### src/rtl/abacus_pkg.sv
// ---------------------------------------------------------------------------
// abacus_pkg
// Shared definitions for the abacus profiler blocks:
//   - abacus_state_e : state encoding of the snapshot reader FSM
//   - AXI_RESP_*     : AXI-Lite response codes
//   - PROF_*_OFFSET  : profiler register map offsets
//   - reg_addr()     : byte address of the n-th 32-bit register after a base
// ---------------------------------------------------------------------------
package abacus_pkg;

    typedef enum logic [2:0] {
        ST_IDLE = 3'd0,
        ST_AR   = 3'd1,
        ST_R    = 3'd2,
        ST_OUT  = 3'd3,
        ST_DONE = 3'd4
    } abacus_state_e;

    localparam logic [1:0] AXI_RESP_OKAY   = 2'b00;
    localparam logic [1:0] AXI_RESP_SLVERR = 2'b10;

    // Profiler register map, relative to the profiler base address.
    localparam logic [31:0] PROF_INSTR_UNIT_OFFSET = 32'h0000_0100;
    localparam logic [31:0] PROF_CACHE_UNIT_OFFSET = 32'h0000_0200;
    localparam logic [31:0] PROF_ENABLE_OFFSET     = 32'h0000_0004;
    localparam logic [31:0] PROF_ENABLE2_OFFSET    = 32'h0000_0008;

    // Word index -> byte address; wraps modulo 2^32 by construction.
    function automatic logic [31:0] reg_addr(input logic [31:0] base,
                                             input logic [7:0]  idx);
        return base + {22'd0, idx, 2'b00};
    endfunction

endpackage

### src/rtl/abacus_snapshot_reader.sv
// ---------------------------------------------------------------------------
// abacus_snapshot_reader
// Reads NUM_REGS consecutive 32-bit counter registers over AXI-Lite, starting
// at BASE_ADDR, and forwards each word on a valid/ready stream together with
// its register index and a last-word flag. One read is outstanding at a time.
//
// Optional feature: define ABACUS_SNAPSHOT_TIMEOUT_EN to compile in a per-
// transaction timeout (adds the 'timeout' output port).
//
// Ports
//   aclk, rst                      clock, asynchronous active-high reset
//   start                          request a snapshot (sampled in IDLE only)
//   busy, done, error              status; error is sticky per snapshot
//   m_araddr/m_arvalid/m_arready   AXI-Lite read address channel
//   m_rdata/m_rresp/m_rvalid/m_rready  AXI-Lite read data channel
//   out_data/out_index/out_last    snapshot word, register index, final flag
//   out_valid/out_ready            output stream handshake
//   timeout                        (macro only) sticky timeout flag
// ---------------------------------------------------------------------------
module abacus_snapshot_reader
    import abacus_pkg::*;
#(
    parameter logic [31:0] BASE_ADDR      = 32'hF003_0100,
    parameter int          NUM_REGS       = 11,
    parameter int          TIMEOUT_CYCLES = 255
) (
    input  logic        aclk,
    input  logic        rst,
    input  logic        start,
    output logic        busy,
    output logic        done,
    output logic        error,
    output logic [31:0] m_araddr,
    output logic        m_arvalid,
    input  logic        m_arready,
    input  logic [31:0] m_rdata,
    input  logic [1:0]  m_rresp,
    input  logic        m_rvalid,
    output logic        m_rready,
    output logic [31:0] out_data,
    output logic [7:0]  out_index,
    output logic        out_last,
    output logic        out_valid,
    input  logic        out_ready
`ifdef ABACUS_SNAPSHOT_TIMEOUT_EN
    ,
    output logic        timeout
`endif
);

    localparam logic [7:0] LAST_IDX = 8'(NUM_REGS - 1);

    abacus_state_e state_q, state_d;
    logic [7:0]    index_q, index_d;
    logic [31:0]   data_q,  data_d;
    logic          error_q, error_d;
    logic          is_last;

    assign is_last = (index_q == LAST_IDX);

`ifdef ABACUS_SNAPSHOT_TIMEOUT_EN
    // Counter only has to reach TIMEOUT_CYCLES-1.
    localparam int TW = (TIMEOUT_CYCLES > 1) ? $clog2(TIMEOUT_CYCLES) : 1;
    localparam logic [TW-1:0] CNT_LAST = TW'(TIMEOUT_CYCLES - 1);

    logic [TW-1:0] cnt_q, cnt_d;
    logic          timeout_q, timeout_d;
`else
    // Parameter kept for interface compatibility; no timeout logic in this build.
    logic timeout_param_unused;
    assign timeout_param_unused = (TIMEOUT_CYCLES != 0);
`endif

    // -----------------------------------------------------------------------
    // Next-state / output logic
    // -----------------------------------------------------------------------
    always_comb begin
        state_d   = state_q;
        index_d   = index_q;
        data_d    = data_q;
        error_d   = error_q;
        m_arvalid = 1'b0;
        m_rready  = 1'b0;
        out_valid = 1'b0;
        done      = 1'b0;
`ifdef ABACUS_SNAPSHOT_TIMEOUT_EN
        cnt_d     = cnt_q;
        timeout_d = timeout_q;
`endif

        unique case (state_q)
            ST_IDLE: begin
                if (start) begin
                    state_d = ST_AR;
                    index_d = 8'd0;
                    error_d = 1'b0;
`ifdef ABACUS_SNAPSHOT_TIMEOUT_EN
                    cnt_d     = '0;
                    timeout_d = 1'b0;
`endif
                end
            end

            ST_AR: begin
                m_arvalid = 1'b1;
                if (m_arready) begin
                    state_d = ST_R;
`ifdef ABACUS_SNAPSHOT_TIMEOUT_EN
                    cnt_d   = '0;
                end else if (cnt_q == CNT_LAST) begin
                    // Give up on the slave; it needs a reset before reuse.
                    state_d   = ST_DONE;
                    error_d   = 1'b1;
                    timeout_d = 1'b1;
                end else begin
                    cnt_d = cnt_q + TW'(1);
`endif
                end
            end

            ST_R: begin
                m_rready = 1'b1;
                if (m_rvalid) begin
                    // Error responses are still forwarded; only flagged.
                    data_d  = m_rdata;
                    error_d = error_q | (m_rresp != AXI_RESP_OKAY);
                    state_d = ST_OUT;
`ifdef ABACUS_SNAPSHOT_TIMEOUT_EN
                end else if (cnt_q == CNT_LAST) begin
                    state_d   = ST_DONE;
                    error_d   = 1'b1;
                    timeout_d = 1'b1;
                end else begin
                    cnt_d = cnt_q + TW'(1);
`endif
                end
            end

            ST_OUT: begin
                out_valid = 1'b1;
                if (out_ready) begin
                    if (is_last) begin
                        state_d = ST_DONE;
                    end else begin
                        index_d = index_q + 8'd1;
                        state_d = ST_AR;
`ifdef ABACUS_SNAPSHOT_TIMEOUT_EN
                        cnt_d   = '0;
`endif
                    end
                end
            end

            ST_DONE: begin
                done    = 1'b1;
                state_d = ST_IDLE;
            end

            default: begin
                state_d = ST_IDLE;
            end
        endcase
    end

    // -----------------------------------------------------------------------
    // State registers
    // -----------------------------------------------------------------------
    always_ff @(posedge aclk or posedge rst) begin
        if (rst) begin
            state_q <= ST_IDLE;
            index_q <= 8'd0;
            data_q  <= 32'd0;
            error_q <= 1'b0;
        end else begin
            state_q <= state_d;
            index_q <= index_d;
            data_q  <= data_d;
            error_q <= error_d;
        end
    end

`ifdef ABACUS_SNAPSHOT_TIMEOUT_EN
    always_ff @(posedge aclk or posedge rst) begin
        if (rst) begin
            cnt_q     <= '0;
            timeout_q <= 1'b0;
        end else begin
            cnt_q     <= cnt_d;
            timeout_q <= timeout_d;
        end
    end

    assign timeout = timeout_q;
`endif

    // -----------------------------------------------------------------------
    // Outputs derived from registered state
    // -----------------------------------------------------------------------
    // Address only driven while the request is presented, so it reads 0 in
    // reset and between requests.
    assign m_araddr  = (state_q == ST_AR) ? reg_addr(BASE_ADDR, index_q) : 32'd0;
    assign out_data  = data_q;
    assign out_index = index_q;
    assign out_last  = (state_q == ST_OUT) && is_last;
    assign busy      = (state_q != ST_IDLE);
    assign error     = error_q;

endmodule

### config.mk
export PLATFORM = sky130hd
export DESIGN_NAME = abacus_snapshot_reader
export DESIGN_NICKNAME = d
export VERILOG_FILES = /design/src/rtl/abacus_pkg.sv /design/src/rtl/abacus_snapshot_reader.sv
export SDC_FILE = /design/constraint.sdc
export NUM_CORES = 1
export LEC_CHECK = 0
export CAP_MARGIN = 20
export CORE_UTILIZATION = 39
export CTS_BUF_LIST = sky130_fd_sc_hd__clkbuf_8 sky130_fd_sc_hd__clkbuf_16
export DETAILED_ROUTE_END_ITERATION = 16
export GPL_TIMING_DRIVEN = 1
export HOLD_SLACK_MARGIN = 0.12
export PLACE_DENSITY = 0.8
export SLEW_MARGIN = 20
export SYNTH_ARGS = -nofsm -noshare
export SYNTH_HDL_FRONTEND = slang
export SYNTH_SLANG_ARGS = --single-unit
### constraint.sdc
create_clock -name aclk -period 2.2 [get_ports aclk]
set_input_delay 0.55 -clock aclk [delete_from_list [all_inputs] [get_ports aclk]]
set_output_delay 0.55 -clock aclk [all_outputs]
set_load 0.01 [all_outputs]
# After elaboration in Yosys (flattened, before gate mapping)
# Cells that the tools add are included.
[totals]
register_bits = 44
inputBits = 40
out_inout_bits = 79
elab_cells = 45
[op_classes]
add_sub_neg = 2
n_eq_ne = 10
muxes = 18
bitwise = 1
n_reduce_logical = 10
[op_table]
columns = ["cell", "n"]
rows = [
  ["32-bit 2-to-1 mux", 1],
  ["29-bit by 11-bit adder with 30-bit output, first input constant", 1],
  ["8-bit 2-to-1 mux", 3],
  ["8-bit case mux with 2 select lines", 1],
  ["3-bit 2-to-1 mux", 5],
  ["3-bit case mux with 4 select lines", 1],
  ["2-bit inequality test, second input constant", 5],
  ["8-bit by 1-bit adder with 8-bit output, second input constant", 1],
  ["8-bit by 4-bit == test with 1-bit output, second input constant", 1],
  ["4-bit AND reduction", 2],
  ["3-bit by 2-bit == test with 1-bit output, second input constant", 2],
  ["1-bit 2-to-1 mux", 6],
  ["2-bit nonzero test", 3],
  ["3-bit by 1-bit == test with 1-bit output, second input constant", 1],
  ["3-bit == test, second input constant", 1],
  ["3-bit zero test", 1],
  ["3-bit AND reduction", 1],
  ["3-bit nonzero test", 1],
  ["1-bit case mux with 2 select lines", 1],
  ["2-bit AND reduction", 1],
  ["1-bit logical AND", 1],
  ["1-bit bitwise OR", 1],
]

# Depth between registers and ports, before layout
# Gate-level depths: netlist (run 1).
[logic_depth]
depth_word = 4
ltp_mapped = 7
ltp_nobuf = 6

# Worst setup path after synthesis (run 1)
# OpenSTA, ideal clock, no wires.
[synth_timing]
path_type = "register to output"
startpoint = "register state_q[1]"
endpoint = "output port m_araddr[10]"
arrival_time_ns = 1.716
required_ns = 1.650
setup_slack_ns = -0.066
stages_incl_launch_ff = 4
n_path_buf = 1
path_cell_list = "dfrtp_1 buf_6 nor3b_1 and2_1"
[synth_via]
elab_chain_len = 2
[synth_lines]
columns = ["element", "line", "rtl"]
rows = [
  ["start: declaration", "abacus_snapshot_reader.sv:53", "abacus_state_e state_q, state_d;"],
  ["start signal: assignment", "abacus_snapshot_reader.sv:175", "state_q <= state_d;"],
  ["3-bit by 1-bit == test with 1-bit output", "abacus_snapshot_reader.sv:201", "assign m_araddr = (state_q == ST_AR) ? reg_addr(BASE_ADDR, index_q) : 32'd0;"],
  ["32-bit 2-to-1 mux", "abacus_snapshot_reader.sv:201", ""],
  ["end: declaration", "abacus_snapshot_reader.sv:33", "output logic [31:0] m_araddr,"],
]
# No other way between the ends.

# Worst setup path in the final report (run 1)
[layout_timing]
startpoint = "register state_q[2]"
endpoint = "output port out_valid"
[layout_via]
elab_chain_len = 2
[layout_lines]
columns = ["element", "line", "rtl"]
rows = [
  ["3-bit by 2-bit == test with 1-bit output", "abacus_snapshot_reader.sv:91", "unique case (state_q)"],
  ["1-bit 2-to-1 mux", "abacus_snapshot_reader.sv:91", ""],
  ["end: declaration", "abacus_snapshot_reader.sv:43", "output logic out_valid,"],
]
# No other way between the ends.

==> results.json, run 1 <==
{
  "cap_violations": 0,
  "vias": 1720,
  "io_pins": 119,
  "fin_worst_skew_ns": 0.00485,
  "initial_utilization_pct": 41.7,
  "coreArea_sq_mm": 0.00527,
  "synth_edf_count": 0,
  "post-route-period-util_pct": 97.0,
  "yosys_warnings": 0,
  "worstSetupEndpointType": "primary output",
  "dr.pass1.iters": 4,
  "min_to": "out_data[4]$_DFFE_PP0P_",
  "crit_path_max_fanout": 7,
  "die-area_sq_mm": 0.00593,
  "async_flop_share_pct": 100,
  "worstPathArrival_ns": 1.58,
  "worstPathRequired_ns": 1.65,
  "syn_area_sq_mm": 0.00220,
  "synth_cell_types": 39,
  "fill_cells": 437,
  "ff2ff_path_depth": 5,
  "layout.nets": 343,
  "diodes": 0,
  "die_h_um": 77.0,
  "r2r-end": "out_index[2]$_DFFE_PP0P_",
  "drc": 0,
  "final_cells": 370,
  "clk_latency_ns": 0.29,
  "p_leak_nw": 1.57,
  "rsz0062_at_grt": "no",
  "ys_seq_area_share_pct": 50.1,
  "hold_viol_final": 0,
  "setup_viol": 0,
  "vias_per_cell": 4.65,
  "p_per_area_mw_per_mm2": 1270,
  "port_buffers": 101,
  "r2r_slack_ns": 0.31,
  "finish.instance_area_sq_mm": 0.00342,
  "finalCoreUtilization_pct": 64.9,
  "wl_per_cell_um": 13.3,
  "tightestPinTransition_ns": 0.531,
  "reg2reg_from": "state_q[1]$_DFFE_PP0P_",
  "numCtsBuffers": 5,
  "relSlewSlack_pct": 64.5,
  "max_freq_mhz": 469,
  "drv_slew": 0,
  "area_growth_pct": 55.7,
  "synth_seq_cells": 44,
  "placed_cells": 359,
  "drive_gt1_share_pct": 23.0,
  "dpl_cell_area_sq_mm": 0.00329,
  "die_w_um": 77.0,
  "synth_flop_cell": "dfrtp_1",
  "drt_wl_total_um": 4930,
  "grt-ovfl-total": 0,
  "cts_tree": "done",
  "hold_path_depth": 1,
  "clockBufferDepth": 2,
  "period_minus_slack_ns": 2.13,
  "grt_pass1_wl_um": 8150,
  "grt_usage_pct": 17.5,
  "hpwl_um": 3650,
  "root_buffer": "clkbuf_8",
  "hold_buffers": 0,
  "grt_pass1_vias": 1682,
  "clk_pin_slew_worst_paths_ns": 0.08,
  "antenna_found_initial": 0,
  "hold_path.class": "register to register",
  "clkSinkCount": 44,
  "holdCritStartpoint": "out_data[4]$_DFFE_PP0P_",
  "syn_avg_cell_area_sq_um": 11.7,
  "ant_nets": 0,
  "grt_max_degree": 33,
  "outcome": "completed",
  "place.gp.congestion": 0.918,
  "ir_drop_mv": 0.687,
  "synthCells": 187,
  "placementRows": 26,
  "htreeDepth": 2,
  "drtIter0Drc": 63,
  "start_kind": "register",
  "crit_type": "register to primary output"
}
-- logic make-up after synthesis --
group	count (synthesis)	synth area share, %
other	1	0.171
adders and majority gates	4	2.28
buffers and inverters	40	11.5
DFF	44	50.1
muxes	34	17.9
AOI/OAI and AO/OA	18	5.41
and+or+nand+nor	46	12.6
-- worst max path at each step --
stage                     slack, ns            to                      from
final                          0.07     out_valid    state_q[2]$_DFFE_PP0P_
after global routing           0.02          busy    state_q[1]$_DFFE_PP0P_
after CTS                      0.02          done    state_q[0]$_DFFE_PP0P_
after detailed placement     -0.003      out_last  out_index[6]$_DFFE_PP0P_
after global placement         0.09      out_last  out_index[6]$_DFFE_PP0P_
after floorplan                0.34  m_araddr[10]    state_q[1]$_DFFE_PP0P_
-- final cells by class --
cell class	count	area, sq um	area share, %
repair buffers	121	1160	34.1
flip-flops and latches	44	1100	32.2
multi-input cells	119	912	26.7
well taps	70	87.6	2.56
clock buffers	6	82.6	2.42
clock inverters	2	38.8	1.13
inverters	8	30.0	0.878
-- report_power, final --
group / internal [mW] / switching [mW] / leakage [nW] / total (mW)
clock network: 0.371 / 0.271 / 0.0614 / 0.642
logic: 1.38 / 0.934 / 0.972 / 2.32
registers: 1.18 / 0.184 / 0.534 / 1.36
-- metal layers --
layer / part of all wire (%) / vias up / GRT usage [%] / wire, um
li1: - / 829 / - / -
met1: 45 / 804 / 23.9 / 2210
met2: 48 / 83 / 28.2 / 2350
met3: 6.3 / 4 / 2.62 / 311
met4: 1.0 / 0 / 6.23 / 51
met5: 0 / - / 0 / 0
-- synth_stat cells (3+ instances only) --
master	n	area (sq um)
dfrtp_1	44	1100
mux2_2	31	349
buf_4	23	173
and2_1	11	68.8
inv_1	8	30.0
buf_2	7	35.0
nand2_1	5	18.8
o21ai_0	5	25.0
a21oi_1	4	20.0
ha_1	4	50.1
nand2b_1	4	25.0
nand3_1	4	20.0
nor2_1	3	11.3
nor3b_1	3	22.5
-- flip-flops by register name, summed over array words and instances (netlist names) --
register	count
state_q	3
out_index	8
out_data	32
error	1
-- critical path, cell delays in order (launching register included) --
cell	delay, ns
dfrtp_2	0.46
and3b_1	0.28
clkdlybuf4s50_1	0.56
-- cell usage in the layout (no fill, tap or decap), drive strengths merged --
cell type and n:
conb 17, clkinv 1, dlygate4sd2 18, nor2 3
dlymetal6s2s 1, nand4 2, nand2b 4, or3 3
mux2i 1, nor4 2, a21oi 4, and3 2
mux4 1, nor3b 3, o211ai 1, or2 2
buf 20, a221o 1, inv 8, ha 4
nor3 2, a311oi 1, and2 12, a21o 1
clkdlybuf4s50 81, nand2 5, mux2 32, clkbuf 7
dfrtp 44, o21ai 6, bufinv 1, nor2b 1
and3b 1, a22o 2, nand3 4, a211o 1
o311ai 1
-- per-stage QoR --
step / setup WS, ns / power [mW] / setup TNS [ns] / hold WS (ns)
5_1_grt: 0.0216 / 4.63 / 0 / 0.522
6_report: 0.0658 / 4.33 / 0 / 0.492
3_3_place_gp: 0.0867 / 3.70 / 0 / 0.468
3_5_place_dp: -0.00307 / 3.76 / -0.00307 / 0.475
4_1_cts: 0.0238 / 4.35 / 0 / 0.495
2_1_floorplan: 0.345 / 2.53 / 0 / 0.503
-- what timing repair did --
| item | CTS | global route |
|---|---|---|
| endpoints found under the setup margin | 19 | 2 |
| setup buffers | 1 | 2 |
| gates resized for setup | 22 | 3 |
| pin swaps | 1 | 1 |
Note: power is estimated with default switching activity, not from simulation.
==> inputs of run 2 (changes only) <==
Settings changed: CORE_MARGIN from default to 5, MAX_ROUTING_LAYER from default to met4.
==> results.json, run 2 (synthesis gave the netlist of run 1 again) <==
{
  "outcome": "completed",
  "area_growth_pct": 57.2,
  "antenna_found_initial": 0,
  "initial_utilization_pct": 40.1,
  "placementRows": 27,
  "htreeDepth": 2,
  "hold_buffers": 0,
  "hold_path_depth": 1,
  "port_buffers": 101,
  "crit_path_max_fanout": 5,
  "post-route-period-util_pct": 97.7,
  "grt_pass1_vias": 1786,
  "drtIter0Drc": 35,
  "vias": 1754,
  "worstPathArrival_ns": 1.60,
  "drt_wl_total_um": 5480,
  "drc": 0,
  "period_minus_slack_ns": 2.15,
  "grt-ovfl-total": 0,
  "vias_per_cell": 4.68,
  "max_freq_mhz": 465,
  "ir_drop_mv": 0.607,
  "ff2ff_path_depth": 5,
  "root_buffer": "clkbuf_8",
  "ant_nets": 0,
  "crit_type": "register to primary output",
  "start_kind": "register",
  "hpwl_um": 4150,
  "place.gp.congestion": 0.787,
  "drive_gt1_share_pct": 23.8,
  "fin_worst_skew_ns": 0.00470,
  "grt_pass1_wl_um": 8850,
  "grt_usage_pct": 15.8,
  "clk_latency_ns": 0.29,
  "p_leak_nw": 1.57,
  "final_common_cell": "clkdlybuf4s50_1",
  "tns_ns": 0,
  "holdCritStartpoint": "out_data[4]$_DFFE_PP0P_",
  "hold_viol_final": 0,
  "clk_pin_slew_worst_paths_ns": 0.08,
  "cap_violations": 0,
  "diodes": 0,
  "hold_path.class": "register to register",
  "dr.pass1.iters": 4,
  "rsz0062_at_grt": "no",
  "finalCoreUtilization_pct": 63.1,
  "die_h_um": 85.0,
  "timing.hold.ws_ns": 0.499,
  "drv_slew": 0,
  "min_to": "out_data[4]$_DFFE_PP0P_",
  "r2r_slack_ns": 0.32,
  "wl_per_cell_um": 14.6,
  "layout_common_cells": "81 x clkdlybuf4s50_1, 43 x dfrtp_1, 31 x mux2_2",
  "p_per_area_mw_per_mm2": 1270,
  "setup_viol": 0,
  "numCtsBuffers": 5,
  "reg2reg_from": "state_q[1]$_DFFE_PP0P_",
  "r2r-end": "out_index[2]$_DFFE_PP0P_",
  "io_pins": 119,
  "fill_cells": 441,
  "coreArea_sq_mm": 0.00547,
  "clkSinkCount": 44,
  "die-area_sq_mm": 0.00723,
  "clockBufferDepth": 2,
  "worstPathRequired_ns": 1.65,
  "largest_register_ffs": 32,
  "cts_tree": "done",
  "grt_max_degree": 45,
  "die_w_um": 85.0,
  "worstSetupEndpointType": "primary output",
  "layout.nets": 346
}
-- run 2: cell count changes in the layout (fill, tap and decap cells not counted), sizes merged --
cell           before  now
buf                20   23
dlygate4sd2        18   17
inv                 8    7
clkinv              1    2
clkdlybuf4s15       0    1
-- run 2: worst max path at each step --
stage | start | to | slack [ns]
finish | state_q[0]$_DFFE_PP0P_ | done | 0.05
global route | state_q[0]$_DFFE_PP0P_ | done | 0.007
CTS | state_q[2]$_DFFE_PP0P_ | m_rready | 0.005
detailed placement | out_index[6]$_DFFE_PP0P_ | out_last | 0.08
global placement | out_index[6]$_DFFE_PP0P_ | out_last | 0.09
floorplan | state_q[1]$_DFFE_PP0P_ | m_araddr[10] | 0.34
-- run 2: where the power goes --
group          switching, mW  internal, mW
combinational          0.963          1.41
sequential             0.195          1.18
clock                  0.264         0.371
total                   1.42          2.97
-- run 2: final cells by class --
cell class / count / area [sq um] / area share (%)
tap: 72 / 90.1 / 2.61
multi-input combinational: 119 / 918 / 26.6
clock buffer: 6 / 82.6 / 2.39
timing repair buffer: 124 / 1190 / 34.4
inverter: 8 / 30.0 / 0.870
clock inverter: 2 / 38.8 / 1.12
sequential: 44 / 1100 / 31.9
-- run 2: metal layers --
metal | GRT usage (%) | vias up | wire length [um]
met4 | 4.46 | 0 | 61
met2 | 23.6 | 83 | 2490
met3 | 4.47 | 4 | 394
met5 | - | - | 0
li1 | - | 831 | -
met1 | 21.0 | 836 | 2530
-- run 2: repair_timing --
action	in CTS	in global routing
hold endpoints to repair	0	0
pin swaps	0	1
buffers inserted	2	2
cloned	0	1
setup endpoints to repair	19	4
gates resized for setup	21	9
-- run 2: per-stage QoR --
stage                     total power, mW  worst slack, ns  cells  instance area (sq um)
after floorplan                      2.53            0.345    203                   2260
after global placement               3.74           0.0935    362                   3300
after detailed placement             3.79           0.0767    362                   3300
after global routing                 4.70          0.00724    375                   3450
final                                4.39           0.0504    375                   3450
after CTS                            4.39          0.00518    372                   3420
-- run 2: critical path, stage by stage (launching register included) --
cell and delay [ns]:
dfrtp_1 0.41, buf_4 0.16, nor3b_1 0.18, clkdlybuf4s50_1 0.56
